<file path="config.mk">
export PLATFORM = sky130hd
export DESIGN_NAME = ndn_prefix_tx
export DESIGN_NICKNAME = d
export VERILOG_FILES = /design/src/rtl/ndn_prefix_tx.sv
export SDC_FILE = /design/constraint.sdc
export NUM_CORES = 1
export LEC_CHECK = 0
export ABC_CLOCK_PERIOD_IN_PS = 7150
export CELL_PAD_IN_SITES_DETAIL_PLACEMENT = 2
export CELL_PAD_IN_SITES_GLOBAL_PLACEMENT = 2
export CORE_MARGIN = 5
export CORE_UTILIZATION = 43
export DETAILED_ROUTE_END_ITERATION = 12
export PLACE_DENSITY_LB_ADDON = 0.1
export REMOVE_ABC_BUFFERS = 1
export SLEW_MARGIN = 20
export SYNTH_ARGS = -nofsm -noshare
export SYNTH_HDL_FRONTEND = slang
export SYNTH_SLANG_ARGS = --single-unit
</file>
<file path="constraint.sdc">
create_clock -name clk -period 7.15 [get_ports clk]
set_input_delay 1.43 -clock clk [delete_from_list [all_inputs] [get_ports clk]]
set_output_delay 1.43 -clock clk [all_outputs]
set_load 0.005 [all_outputs]
</file>
<file path="src/rtl/ndn_prefix_tx.sv">
// NDN name-prefix serializer: queues (prefix, len) requests and emits each prefix
// MSB-first as LANE_W-bit beats framed by tx_sof/tx_eof.
module ndn_prefix_tx #(
    parameter int PREFIX_W = 64,
    parameter int LEN_W    = 7,
    parameter int LANE_W   = 1,
    parameter int DEPTH    = 4,
    localparam int BITS_W  = $clog2(LANE_W) + 1,
    localparam int CNT_W   = $clog2(DEPTH) + 1
) (
    input  logic                clk,
    input  logic                rst,
    input  logic                in_valid,
    output logic                in_ready,
    input  logic [PREFIX_W-1:0] prefix,
    input  logic [LEN_W-1:0]    len,
    output logic                tx_valid,
    input  logic                tx_ready,
    output logic [LANE_W-1:0]   tx_data,
    output logic [BITS_W-1:0]   tx_bits,
    output logic                tx_sof,
    output logic                tx_eof,
    output logic [LEN_W-1:0]    tx_len,
    output logic [CNT_W-1:0]    q_count,
    output logic [15:0]         frames_sent,
    output logic                fsm_state
);

    localparam int PTR_W = $clog2(DEPTH);

    typedef enum logic {
        IDLE = 1'b0,
        SEND = 1'b1
    } state_t;

    // Handshakes: a transfer happens on a rising edge where valid=1 and ready=1.
    // Once tx_valid is high, the beat (data/bits/sof/eof) holds until it transfers;
    // in_ready depends only on queue occupancy, never on tx_ready or a same-cycle pop.

    state_t state, next_state;

    logic [PREFIX_W-1:0] q_prefix [DEPTH];
    logic [LEN_W-1:0]    q_len    [DEPTH];
    logic [PTR_W-1:0]    wr_ptr, rd_ptr;
    logic [CNT_W-1:0]    count;

    logic [PREFIX_W-1:0] shreg;
    logic [LEN_W-1:0]    rem;
    logic [LEN_W-1:0]    cur_len;
    logic                first_beat;
    logic [15:0]         frame_cnt;

    logic                push, pop, load;
    logic                beat_xfer, last_beat, eof_xfer;
    logic [LEN_W-1:0]    len_clamped;
    logic [LEN_W-1:0]    head_len;
    logic [PREFIX_W-1:0] head_prefix;

    assign in_ready    = (count < CNT_W'(DEPTH));
    assign push        = in_valid && in_ready;
    assign len_clamped = (len > LEN_W'(PREFIX_W)) ? LEN_W'(PREFIX_W) : len;
    assign head_len    = q_len[rd_ptr];
    assign head_prefix = q_prefix[rd_ptr];

    assign beat_xfer = (state == SEND) && tx_ready;
    assign last_beat = (rem <= LEN_W'(LANE_W));
    assign eof_xfer  = beat_xfer && last_beat;

    // Request queue storage; occupancy is tracked by count, so no reset is needed here.
    always_ff @(posedge clk) begin
        if (push) begin
            q_prefix[wr_ptr] <= prefix;
            q_len[wr_ptr]    <= len_clamped;
        end
    end

    always_ff @(posedge clk or negedge rst) begin
        if (!rst) begin
            wr_ptr <= '0;
            rd_ptr <= '0;
            count  <= '0;
        end else begin
            if (push) wr_ptr <= wr_ptr + 1'b1;
            if (pop)  rd_ptr <= rd_ptr + 1'b1;
            case ({push, pop})
                2'b10:   count <= count + 1'b1;
                2'b01:   count <= count - 1'b1;
                default: count <= count;
            endcase
        end
    end

    always_ff @(posedge clk or negedge rst) begin
        if (!rst) state <= IDLE;
        else      state <= next_state;
    end

    // A zero-length head is popped and dropped; the last beat of a frame can
    // pop the next request on the same edge so frames run back to back.
    always_comb begin
        next_state = state;
        pop        = 1'b0;
        load       = 1'b0;
        case (state)
            IDLE: begin
                if (count != '0) begin
                    pop = 1'b1;
                    if (head_len != '0) begin
                        load       = 1'b1;
                        next_state = SEND;
                    end
                end
            end
            SEND: begin
                if (eof_xfer) begin
                    if (count != '0) begin
                        pop = 1'b1;
                        if (head_len != '0) load = 1'b1;
                        else                next_state = IDLE;
                    end else begin
                        next_state = IDLE;
                    end
                end
            end
            default: next_state = IDLE;
        endcase
    end

    always_ff @(posedge clk or negedge rst) begin
        if (!rst) begin
            shreg      <= '0;
            rem        <= '0;
            cur_len    <= '0;
            first_beat <= 1'b0;
        end else if (load) begin
            shreg      <= head_prefix << (LEN_W'(PREFIX_W) - head_len);
            rem        <= head_len;
            cur_len    <= head_len;
            first_beat <= 1'b1;
        end else if (beat_xfer) begin
            shreg      <= shreg << LANE_W;
            rem        <= rem - LEN_W'(LANE_W);
            first_beat <= 1'b0;
        end
    end

    always_ff @(posedge clk or negedge rst) begin
        if (!rst)          frame_cnt <= '0;
        else if (eof_xfer) frame_cnt <= frame_cnt + 16'd1;
    end

    // Zeros shifted in behind the prefix keep unused bits of a short last beat clear.
    always_comb begin
        tx_valid = 1'b0;
        tx_data  = '0;
        tx_bits  = '0;
        tx_sof   = 1'b0;
        tx_eof   = 1'b0;
        if (state == SEND) begin
            tx_valid = 1'b1;
            tx_data  = shreg[PREFIX_W-1 -: LANE_W];
            tx_bits  = last_beat ? BITS_W'(rem) : BITS_W'(LANE_W);
            tx_sof   = first_beat;
            tx_eof   = last_beat;
        end
    end

    assign tx_len      = cur_len;
    assign q_count     = count;
    assign frames_sent = frame_cnt;
    assign fsm_state   = (state == SEND);

endmodule

</file>
---- Yosys cells after proc, flatten, opt, wreduce, memory -nomap -nowiden ----
Memories as Yosys holds them, arrays and structs flattened.
Cells that the tools add are included.
storage, ports and cells
  flip-flop bits (word level) ............. 103
  memory bits (writable) .................. 284
  input port bits ......................... 75
  output and inout bits ................... 33
  logic and storage cells ................. 57
  memories ................................ 2
operators by class
  add/sub/neg operators ................... 7
  $lt $le $gt $ge ......................... 3
  eq/ne operators ......................... 2
  shifts and indexed selects .............. 1
  mux-type cells .......................... 25
  bitwise operators ....................... 1
  reduce and logical (&&, ||, !) cells .... 7
memory list
  name      depth  width  read ports  clocked after Yosys merged registers in  write ports  RTL line  source
  q_prefix  4      64     1           0                                        1            42        logic [PREFIX_W-1:0] q_prefix [DEPTH];
  q_len     4      7      1           0                                        1            43        logic [LEN_W-1:0] q_len [DEPTH];
operators with widths
  kind                   count
  $mux 64                2
  $shl 64x7->64          1
  $mux 7                 3
  $add 16x1->16 const B  1
  $mux 1                 16
  $gt 7x7->1 const B     1
  $le 7x1->1 const B     1
  $reduce_bool 7->1      1
  $sub 7x1->7 const B    1
  $sub 7x7->7 const A    1
  $pmux 1 s2             3
  $pmux 3 s2             1
  $add 2x1->2 const B    2
  $reduce_bool 2->1      2
  $add 3x1->3 const B    1
  $logic_and 1x1->1      3
  $lt 3x3->1 const B     1
  $reduce_bool 3->1      1
  $sub 3x1->3 const B    1
  $eq 2x1->1 const B     1
  $eq 2x2->1 const B     1
  $not 1->1              1

---- Logic depth before layout (Yosys ltp) ----
Gate-level depths: netlist of the first run.
An unclocked memory read counts as a cell.
  depth after elaboration ................. 7
  depth in mapped cells ................... 20
  mapped depth without buffers ............ 12

---- Worst setup path after synthesis of the first run ----
OpenSTA, ideal clock, no wires.
  kind .................................... reg2reg
  from .................................... register rd_ptr[1]
  to ...................................... register shreg[48]
  setup time .............................. 126 ps
  arrival time ............................ 4753 ps
  data required time ...................... 7024 ps
  setup slack ............................. 2270 ps
  stages on the path, launching flop included .. 20
  path buffers ............................ 10
  clock period less this slack ............ 4880 ps
  path through ............................ dfrtp_1 -> buf_2 -> mux4_1 -> buf_2 -> clkbuf_1 -> buf_2 -> buf_2 -> buf_2 -> inv_1 -> ha_1 -> clkbuf_1 -> clkinv_1 -> buf_1 -> buf_1 -> clkbuf_1 -> mux2i_1 -> nand2_1 -> nand3_1 -> o21ai_0 -> o32a_1
between the ends
  cells in the longest elaborated chain, start to end .. 7
  elaborated cells between the ends (all ways) .. 11
  classes of those cells .................. add/sub (1); shift (1); mux (5); reduce/logical (2); memory (2)
ends and longest elaborated chain
  what                                                 RTL line  source
  start, declared                                      44        logic [PTR_W-1:0] wr_ptr, rd_ptr;
  start signal, assigned                               84        if (pop) rd_ptr <= rd_ptr + 1'b1;
  branches (longest 7 deep; another with $mem_v2 4x7)  -
  end signal, assigned                                 136       shreg <= head_prefix << (LEN_W'(PREFIX_W) - head_len);
  end signal, assigned                                 141       shreg <= shreg << LANE_W;
  end, declared                                        47        logic [PREFIX_W-1:0] shreg;
Several ways; the timed one is not identified.
A chain may end at the register's enable or synchronous reset.

---- Final worst setup path of the first run ----
  from .................................... register rd_ptr[0]
  to ...................................... register shreg[62]
The elaborated chain is that of the path after synthesis.

==> results.yml, run 1 <==
yosys:
  synth_seq_cells: 387
  synthFlopType: "edfxtp_1"
  yosysSeqAreaShare_pct: 57.7
  synth.cell_area_sq_um: 19200
  yosys_warnings: 0
  synth_top_area_share_pct: 44.3
  async_flop_share_pct: 26.6
  synth_cell_type_count: 65
  syn_avg_cell_area_sq_um: 13.4
  synth_edf_count: 284
  synth_top_area_cell: "edfxtp_1"
  synthCells: 1435
  synth_area_leaders: "edfxtp_1, dfrtp_1, mux4_2"
critical_path:
  cp.arrival_ns: 5.49
  max_stage_delay_ns: 0.87
  path_max_fanout: 26
  critPathLaunch: "rd_ptr[0]"
  crit_slowest_cell: "mux4_4"
  reg2reg_from: "rd_ptr[0]"
  cp-start-kind: "register"
  crit_type: "register to register"
  worstPathCellList: "mux4_4, inv_1, ha_1, inv_1, xnor2_2, buf_4, mux2i_1, mux2i_1, o21ai_0, nor2_1, o21ai_0, o211ai_1"
  worstPathRequired_ns: 7.59
  cp-end-kind: "register"
clocking:
  root_buffer: "clkbuf_16"
  h-tree-depth: 2
  clockBufferDepth: 3
  cts_tree: "built"
  clkSinkCount: 387
  insertion_delay_ns: 0.57
  cts_buffers: 44
  hold_buffers: 0
  postCtsSetupBuffers: 0
  cts_resized: 0
  clk_pin_slew_ns: 0.06
final_layout:
  num_antenna_cells: 0
  drive_above_1_share_pct: 17.9
  design_area_sq_um: 22300
  nets: 1602
  final_cell_mix: "edfxtp_1, o21ai_0, nand2_1"
  final_common_cell: "edfxtp_1"
  filler_cell_count: 4130
  syn_to_final_growth_pct: 15.7
  fin_util_pct: 50.4
floorplanning:
  start_util_pct: 43.5
  io_pins: 108
  die_y_microns: 222
  die_x_microns: 222
  dieArea_sq_um: 49100
  core-area_sq_um: 44200
  rows: 77
timing:
  finalSetupViolCount: 0
  whs_ns: 0.475
  min_period_ns: 5.05
  skew_ns: 0.0261
  fmax_ghz: 0.198
  slew_violations: 0
  tns_ns: 0
  rsz0062_at_grt: "no"
  min_period_over_period_pct: 70.6
  max_slew_margin_pct: 27.3
  finalHoldViolations: 0
  worstMarginPinSlew_ns: 1.09
run_status:
  status: "finished, final reports clean"
global_route:
  grtUsageTotal_pct: 24.2
  antenna_found_initial: 1
  grt_pass1_vias: 14600
  overflow: 0
  grt_max_degree: 78
  grt_pass1_wl_microns: 93200
route:
  first_pass_iters: 5
  drt_iter0_markers: 1145
  viasPerCell: 6.06
  drt_wl_total_microns: 60000
  post_drt_wl_per_cell_microns: 28.0
  ant_nets: 0
  drc: 0
  vias: 13000
placed_design:
  post_dp_cell_area_sq_um: 20900
  gp_congestion: 0.888
  io_buffers: 107
  post-dp-hpwl_microns: 41400
hold_path:
  holdCritPathClass: "register to register"
  min_from: "frames_sent[15]"
flow_run:
  drv_cap: 0
[critical path: cells and delay by family (launching register included)]
kind                     cells  cell delay, ns
multiplexers                 3            1.37
AO/OA/AOI/OAI                3            1.02
flip-flops                   1            0.78
buffers and inverters        3            0.74
XOR/XNOR                     1            0.51
adder cells (fa/ha/maj)      1            0.36
AND/OR/NAND/NOR              1            0.10
[flip-flops by register name (all words and copies together) (netlist names)]
register / count
q_len: 28
rem: 7
frames_sent: 16
wr_ptr: 2
rd_ptr: 2
first_beat: 1
shreg: 64
q_prefix: 256
tx_len: 7
fsm_state: 1
q_count: 3
[logic make-up after synthesis]
| logic type | after synthesis | synth area share (%) |
|---|---|---|
| adders and majority gates | 10 | 0.689 |
| muxes | 245 | 19.5 |
| xor gates and xnor gates | 29 | 1.32 |
| and+or+nand+nor | 322 | 7.53 |
| AOI/OAI and AO/OA | 314 | 10.6 |
| buffers and inverters | 128 | 2.68 |
| DFF | 387 | 57.7 |
[cell usage after synthesis, types with 10 or more instances]
cell and number:
inv_1 27, o211ai_1 23, buf_2 25, a21oi_1 45, o22a_1 13, mux2i_1 92
mux4_2 96, edfxtp_1 284, o21a_1 19, nor2_1 108, dfrtp_1 103, clkbuf_1 52
o21ai_0 117, nand3_1 21, buf_1 22, nor3_1 16, a31oi_1 14, xnor2_1 21
mux2_2 55, a211oi_1 15, o22ai_1 14, nand2_1 111, nor2b_1 10
[metrics by stage]
stage               instances  setup WS, ns
finish                   2143          2.10
global route             2143          1.85
CTS                      2143          2.15
detailed placement       2063          2.22
global placement         2063          2.35
floorplan                1335         -3.85
[path summary, 6_finish.rpt]
kind	end	slack, ns	depth (start not counted)
worst max-delay path	shreg[62]	2.10	12
worst min-delay path	frames_sent[15]	0.48	1
worst max register to register	shreg[62]	2.10	12
worst min register to register	frames_sent[15]	0.48	1
max in group asynchronous	frames_sent[8]	4.97	2
min in group asynchronous	q_count[0]	0.98	1
[cell type report]
type                    count  area [sq um]  area share (%)
multi-input cells         920          7670            34.4
clock inverters            32           224            1.01
well taps                 592           741            3.33
repair buffers            136          1290            5.77
flip-flops and latches    387         11100            49.9
clock buffers              48          1140            5.11
inverters                  28           105           0.472
[per-layer routing]
metal | up-vias | routed length, microns | track usage [%]
met5 | - | 0 | 0
met1 | 6852 | 26400 | 33.5
met4 | 0 | 1110 | 5.47
met2 | 321 | 30000 | 41.2
li1 | 5729 | - | -
met3 | 83 | 2450 | 3.19
Power of run 1 is not shown: default switching activity piles up to over one toggle a cycle in this logic, so the estimate is an artifact.
==> run 2, diff against run 1 <==
--- a/config.mk
+++ b/config.mk
@@ -5,11 +5,11 @@
 export SDC_FILE = /design/constraint.sdc
 export NUM_CORES = 1
 export LEC_CHECK = 0
-export ABC_CLOCK_PERIOD_IN_PS = 7150
+export ABC_CLOCK_PERIOD_IN_PS = 4610
 export CELL_PAD_IN_SITES_DETAIL_PLACEMENT = 2
 export CELL_PAD_IN_SITES_GLOBAL_PLACEMENT = 2
 export CORE_MARGIN = 5
-export CORE_UTILIZATION = 43
+export CORE_UTILIZATION = 39
 export DETAILED_ROUTE_END_ITERATION = 12
 export PLACE_DENSITY_LB_ADDON = 0.1
 export REMOVE_ABC_BUFFERS = 1
==> constraint.sdc (replaced) <==
create_clock -name clk -period 4.61 [get_ports clk]
set_input_delay 0.922 -clock clk [delete_from_list [all_inputs] [get_ports clk]]
set_output_delay 0.922 -clock clk [all_outputs]
set_load 0.005 [all_outputs]
==> run 2 against run 1 <==
Net effect: cell count is 4.3% higher; count of clock-buffer cells in the layout is 6 higher; flip-flop and latch count stayed put; cell area is 2.1% higher; critical path depth is 5 lower; non-clock buffer count is 20 higher; wire length is 0.46% higher; die area is 9.8% higher; clock skew is 0.0031 ns lower; maximum frequency is 15% higher; largest cell class unchanged.
==> results.yml, run 2 (synthesized netlist as in run 1, its figures left out) <==
placed_design:
  dp.cells: 2155
  post_dp_cell_area_sq_um: 21300
  io_buffers: 107
  pre_cts_ws_ns: 0.374
  post-dp-hpwl_microns: 41800
  gp_congestion: 0.914
global_route:
  gr-usage-met3_pct: 3.52
  grtUsageTotal_pct: 22.4
  overflow: 0
  grt_max_degree: 88
  grt_pass1_wl_microns: 92900
  antenna_found_initial: 0
  grt_pass1_vias: 14400
  met1_usage_pct: 31.5
  grt_use_met2_pct: 36.7
  grt_busiest_layer: "met2"
floorplanning:
  io_pins: 108
  die_y_microns: 232
  rows: 81
  die_x_microns: 232
  dieArea_sq_um: 53900
  core-area_sq_um: 48800
  start_util_pct: 39.4
route:
  drt_iter0_markers: 734
  drt_wl_total_microns: 60200
  viasPerCell: 5.81
  drc: 0
  post_drt_wl_per_cell_microns: 26.9
  first_pass_iters: 6
  vias: 13000
  ant_nets: 0
timing:
  fmax_ghz: 0.228
  skew_ns: 0.0230
  finalHoldViolations: 0
  rsz0062_at_grt: "no"
  min_period_over_period_pct: 95.2
  finalSetupViolCount: 0
  worstMarginPinSlew_ns: 0.891
  max_slew_margin_pct: 40.3
  fin_ws_ns: 0.223
  min_period_ns: 4.39
  slew_violations: 0
critical_path:
  crit_path_end: "shreg[63]"
  worstPathCellList: "mux4_4, or3_1, or4_1, a2111o_1, nor2_1, a21oi_1, a31oi_1"
  cp-end-kind: "register"
  critPathLaunch: "rd_ptr[0]"
  worstPathRequired_ns: 5.12
  worstRegToRegCells: 7
  reg2reg_from: "rd_ptr[0]"
  cp.arrival_ns: 4.89
  r2r_end: "shreg[63]"
  path_max_fanout: 11
  cp-start-kind: "register"
  crit_slowest_cell: "mux4_4"
  max_stage_delay_ns: 0.73
  crit_type: "register to register"
  ff2ff_setup_slack_ns: 0.22
clocking:
  cts_buffers: 45
  insertion_delay_ns: 0.60
  cts_resized: 0
  clk_pin_slew_ns: 0.06
  cts_tree: "built"
  h-tree-depth: 2
  root_buffer: "clkbuf_16"
  clkSinkCount: 387
  postCtsSetupBuffers: 0
  hold_buffers: 0
  clockBufferDepth: 3
final_layout:
  design_area_sq_um: 22700
  fin_cells: 2235
  final_common_cell: "edfxtp_1"
  nets: 1623
  top_register: "q_prefix"
  reg_top3: "q_prefix: 256 flops, shreg: 64 flops, q_len: 28 flops"
  syn_to_final_growth_pct: 18.2
  filler_cell_count: 4768
  largest_reg_flops: 256
  num_antenna_cells: 0
  drive_above_1_share_pct: 18.8
  final_cell_mix: "edfxtp_1, o21ai_0, nand2_1"
flow_run:
  drv_cap: 0
hold_path:
  holdCritPathClass: "primary input to asynchronous set/reset pin"
run_status:
  status: "finished, final reports clean"
run 2: cell count changes in the layout (fill, tap and decap cells not counted), moves of 2 or more:
cell       before  now
buf_12          0   10
buf_4          30   40
clkinv_2       12    7
clkbuf_1        3    7
bufinv_16       2    5
clkbuf_16      45   47
clkinv_1       10    8
run 2: area by class of cell:
class / count / area (sq um) / share of cell area (%)
repair buffers: 156 / 1560 / 6.87
flip-flops and latches: 387 / 11100 / 48.9
well taps: 664 / 831 / 3.65
clock inverters: 26 / 265 / 1.17
clock buffers: 54 / 1200 / 5.29
multi-input cells: 920 / 7670 / 33.7
inverters: 28 / 105 / 0.462
run 2: worst min path at each step:
stage	endpoint	slack (ns)	startpoint	depth (start not counted)
after floorplan	first_beat	0.44	first_beat	2
after global placement	first_beat	0.46	first_beat	2
after detailed placement	first_beat	0.47	first_beat	2
after CTS	rd_ptr[0]	0.16	rst	1
after global routing	q_count[2]	0.17	rst	1
final	shreg[3]	0.18	rst	1
run 2: metrics by stage:
| stage | TNS, ns | hold WS [ns] | util (%) |
|---|---|---|---|
| 4_1_cts | 0 | 0.160 | 46.6 |
| 5_1_grt | 0 | 0.173 | 46.6 |
| 3_3_place_gp | 0 | 0.456 | 43.6 |
| 2_1_floorplan | -422.83 | 0.439 | - |
| 6_report | 0 | 0.177 | 46.6 |
| 3_5_place_dp | 0 | 0.469 | 43.6 |
run 2: layer usage:
layer  up-vias  wire length (microns)
li1       5767                      -
met4         0                   1420
met3        86                   2250
met1      6879                  27600
met5         -                      0
met2       258                  29000
run 2: worst max-delay path: cells and delay by family (launching register included):
family	cells	cell delay (ns)
simple gates	3	1.76
mux	1	0.73
flops	1	0.53
compound gates	3	1.27
Power of run 2 is left out for the same reason.
==> run 3, diff against run 2 <==
--- a/config.mk
+++ b/config.mk
@@ -5,7 +5,7 @@
 export SDC_FILE = /design/constraint.sdc
 export NUM_CORES = 1
 export LEC_CHECK = 0
-export ABC_CLOCK_PERIOD_IN_PS = 4610
+export ABC_CLOCK_PERIOD_IN_PS = 3600
 export CELL_PAD_IN_SITES_DETAIL_PLACEMENT = 2
 export CELL_PAD_IN_SITES_GLOBAL_PLACEMENT = 2
 export CORE_MARGIN = 5
==> constraint.sdc (replaced) <==
create_clock -name clk -period 3.6 [get_ports clk]
set_input_delay 0.72 -clock clk [delete_from_list [all_inputs] [get_ports clk]]
set_output_delay 0.72 -clock clk [all_outputs]
set_load 0.005 [all_outputs]
==> run 3 against run 2 <==
Net effect: maximum frequency increased by 22%; worst hold slack improved by 0.015 ns; die area is the same; cell area is 7.3% higher; via count up 5.7%.
==> results.yml, run 3 (synthesized netlist as in run 1, its figures left out) <==
critical_path:
  critPathLaunch: "rd_ptr[0]"
  worstRegToRegCells: 13
  worstPathRequired_ns: 4.05
  reg2reg_from: "rd_ptr[0]"
  cp-end-kind: "register"
  cp_common_cell: "buf_4"
  cp.arrival_ns: 4.05
  r2r_end: "shreg[63]"
  crit_slowest_cell: "mux4_4"
  max_stage_delay_ns: 0.65
  crit_path_end: "shreg[63]"
  cp.depth: 13
  cp-start-kind: "register"
  crit_family: "multiplexers"
  crit_type: "register to register"
  path_max_fanout: 20
  path_buf_inv: 6
  worstPathCellList: "mux4_4, buf_4, buf_4, buf_16, buf_16, mux2i_1, inv_1, mux4_2, nor2_1, nor3_2, a21oi_2, buf_4, a31oi_1"
  ff2ff_setup_slack_ns: 0.005
route:
  viasPerCell: 5.76
  drt_iter0_markers: 1107
  drt_wl_total_microns: 64200
  wl_met2_microns: 31800
  wl_met3_microns: 2690
  drc: 0
  wl_met1_microns: 28000
  top_layer_used: "met4"
  post_drt_wl_per_cell_microns: 26.9
  first_pass_iters: 5
  ant_nets: 0
  vias: 13700
final_layout:
  num_antenna_cells: 0
  reg_top3: "q_prefix: 256 flops, shreg: 64 flops, q_len: 28 flops"
  drive_above_1_share_pct: 28.4
  filler_cell_count: 4660
  final_cell_mix: "edfxtp_1, buf_4, o21ai_0"
  syn_to_final_growth_pct: 26.8
  nets: 1768
  final_common_cell: "edfxtp_1"
  largest_reg_flops: 256
  top_register: "q_prefix"
global_route:
  grt_max_degree: 71
  grtUsageTotal_pct: 23.1
  grt_pass1_vias: 15100
  grt_pass1_wl_microns: 95900
  overflow: 0
  antenna_found_initial: 0
clocking:
  clockBufferDepth: 3
  clk_pin_slew_ns: 0.06
  cts_tree: "built"
  clkSinkCount: 387
  insertion_delay_ns: 0.58
  root_buffer: "clkbuf_16"
  h-tree-depth: 2
  cts_buffers: 46
  hold_buffers: 0
timing:
  worstMarginPinSlew_ns: 0.751
  finalSetupViolCount: 0
  finalHoldViolations: 0
  max_slew_margin_pct: 49.9
  tns_ns: 0
  min_period_ns: 3.59
  slew_violations: 0
  rsz0062_at_grt: "yes"
  skew_ns: 0.0292
  fmax_ghz: 0.278
  min_period_over_period_pct: 99.8
floorplanning:
  rows: 81
  die_x_microns: 232
  core-area_sq_um: 48800
  dieArea_sq_um: 53900
  die_y_microns: 232
  io_pins: 108
  start_util_pct: 39.4
placed_design:
  gp_congestion: 0.886
  post-dp-hpwl_microns: 43700
  io_buffers: 107
run_status:
  status: "finished, final reports clean"
flow_run:
  drv_cap: 0
hold_path:
  holdCritPathClass: "primary input to asynchronous set/reset pin"
-- run 3: cell types whose count changed in the layout (fill, tap and decap cells not counted), sizes merged --
cell	before	now
inv	30	29
clkinv	17	15
clkbuf	54	65
buf	50	190
-- run 3: how the worst min path moves through the flow --
stage | from | endpoint | cells after the start
2_1_floorplan | rst | first_beat | 0
3_3_place_gp | first_beat | first_beat | 2
3_5_place_dp | first_beat | first_beat | 2
4_1_cts | rst | tx_len[5] | 1
5_1_grt | rst | q_count[2] | 1
6_report | rst | tx_len[5] | 1
-- run 3: area by class of cell --
| class | count | area, sq um | share of cell area [%] |
|---|---|---|---|
| clock buffer | 61 | 1270 | 5.21 |
| clock inverter | 23 | 250 | 1.03 |
| inverter | 28 | 105 | 0.431 |
| multi-input combinational | 920 | 7920 | 32.4 |
| sequential | 387 | 11100 | 45.6 |
| tap | 664 | 831 | 3.41 |
| timing repair buffer | 300 | 2910 | 11.9 |
-- run 3: worst register-to-register path, delay by kind of cell, from the launching register on --
kind | cells | cell delay, ns
multiplexers | 3 | 1.56
flip-flops | 1 | 0.44
AND/OR/NAND/NOR | 2 | 0.21
AO/OA/AOI/OAI | 2 | 0.26
buffers and inverters | 6 | 0.98
-- run 3: layer usage --
metal  GRT usage [%]  vias to the layer above
li1                -                     6066
met5               0                        -
met4            6.55                        0
met2            38.9                      343
met3            3.51                       93
met1            31.5                     7230
-- run 3: repair_timing --
item | 4_1_cts | 5_1_grt
setup buffers | 6 | 10
endpoints found under the setup margin | 27 | 48
gates cloned | 1 | 4
pin swaps | 2 | 11
resized for setup | 16 | 59
-- run 3: per-stage QoR --
stage / hold slack [ns] / cells / cell area [sq um] / utilization, % / worst slack [ns]
CTS: 0.206 / 2370 / 24000 / 49.1 / -0.0520
global placement: 0.455 / 2279 / 22300 / 45.7 / -0.0209
finish: 0.191 / 2383 / 24400 / 49.9 / 0.00541
floorplan: 0.424 / 1335 / 18800 / - / -7.40
detailed placement: 0.467 / 2279 / 22300 / 45.7 / -0.142
global route: 0.236 / 2383 / 24400 / 49.9 / -0.0684
Power of run 3 is left out for the same reason.
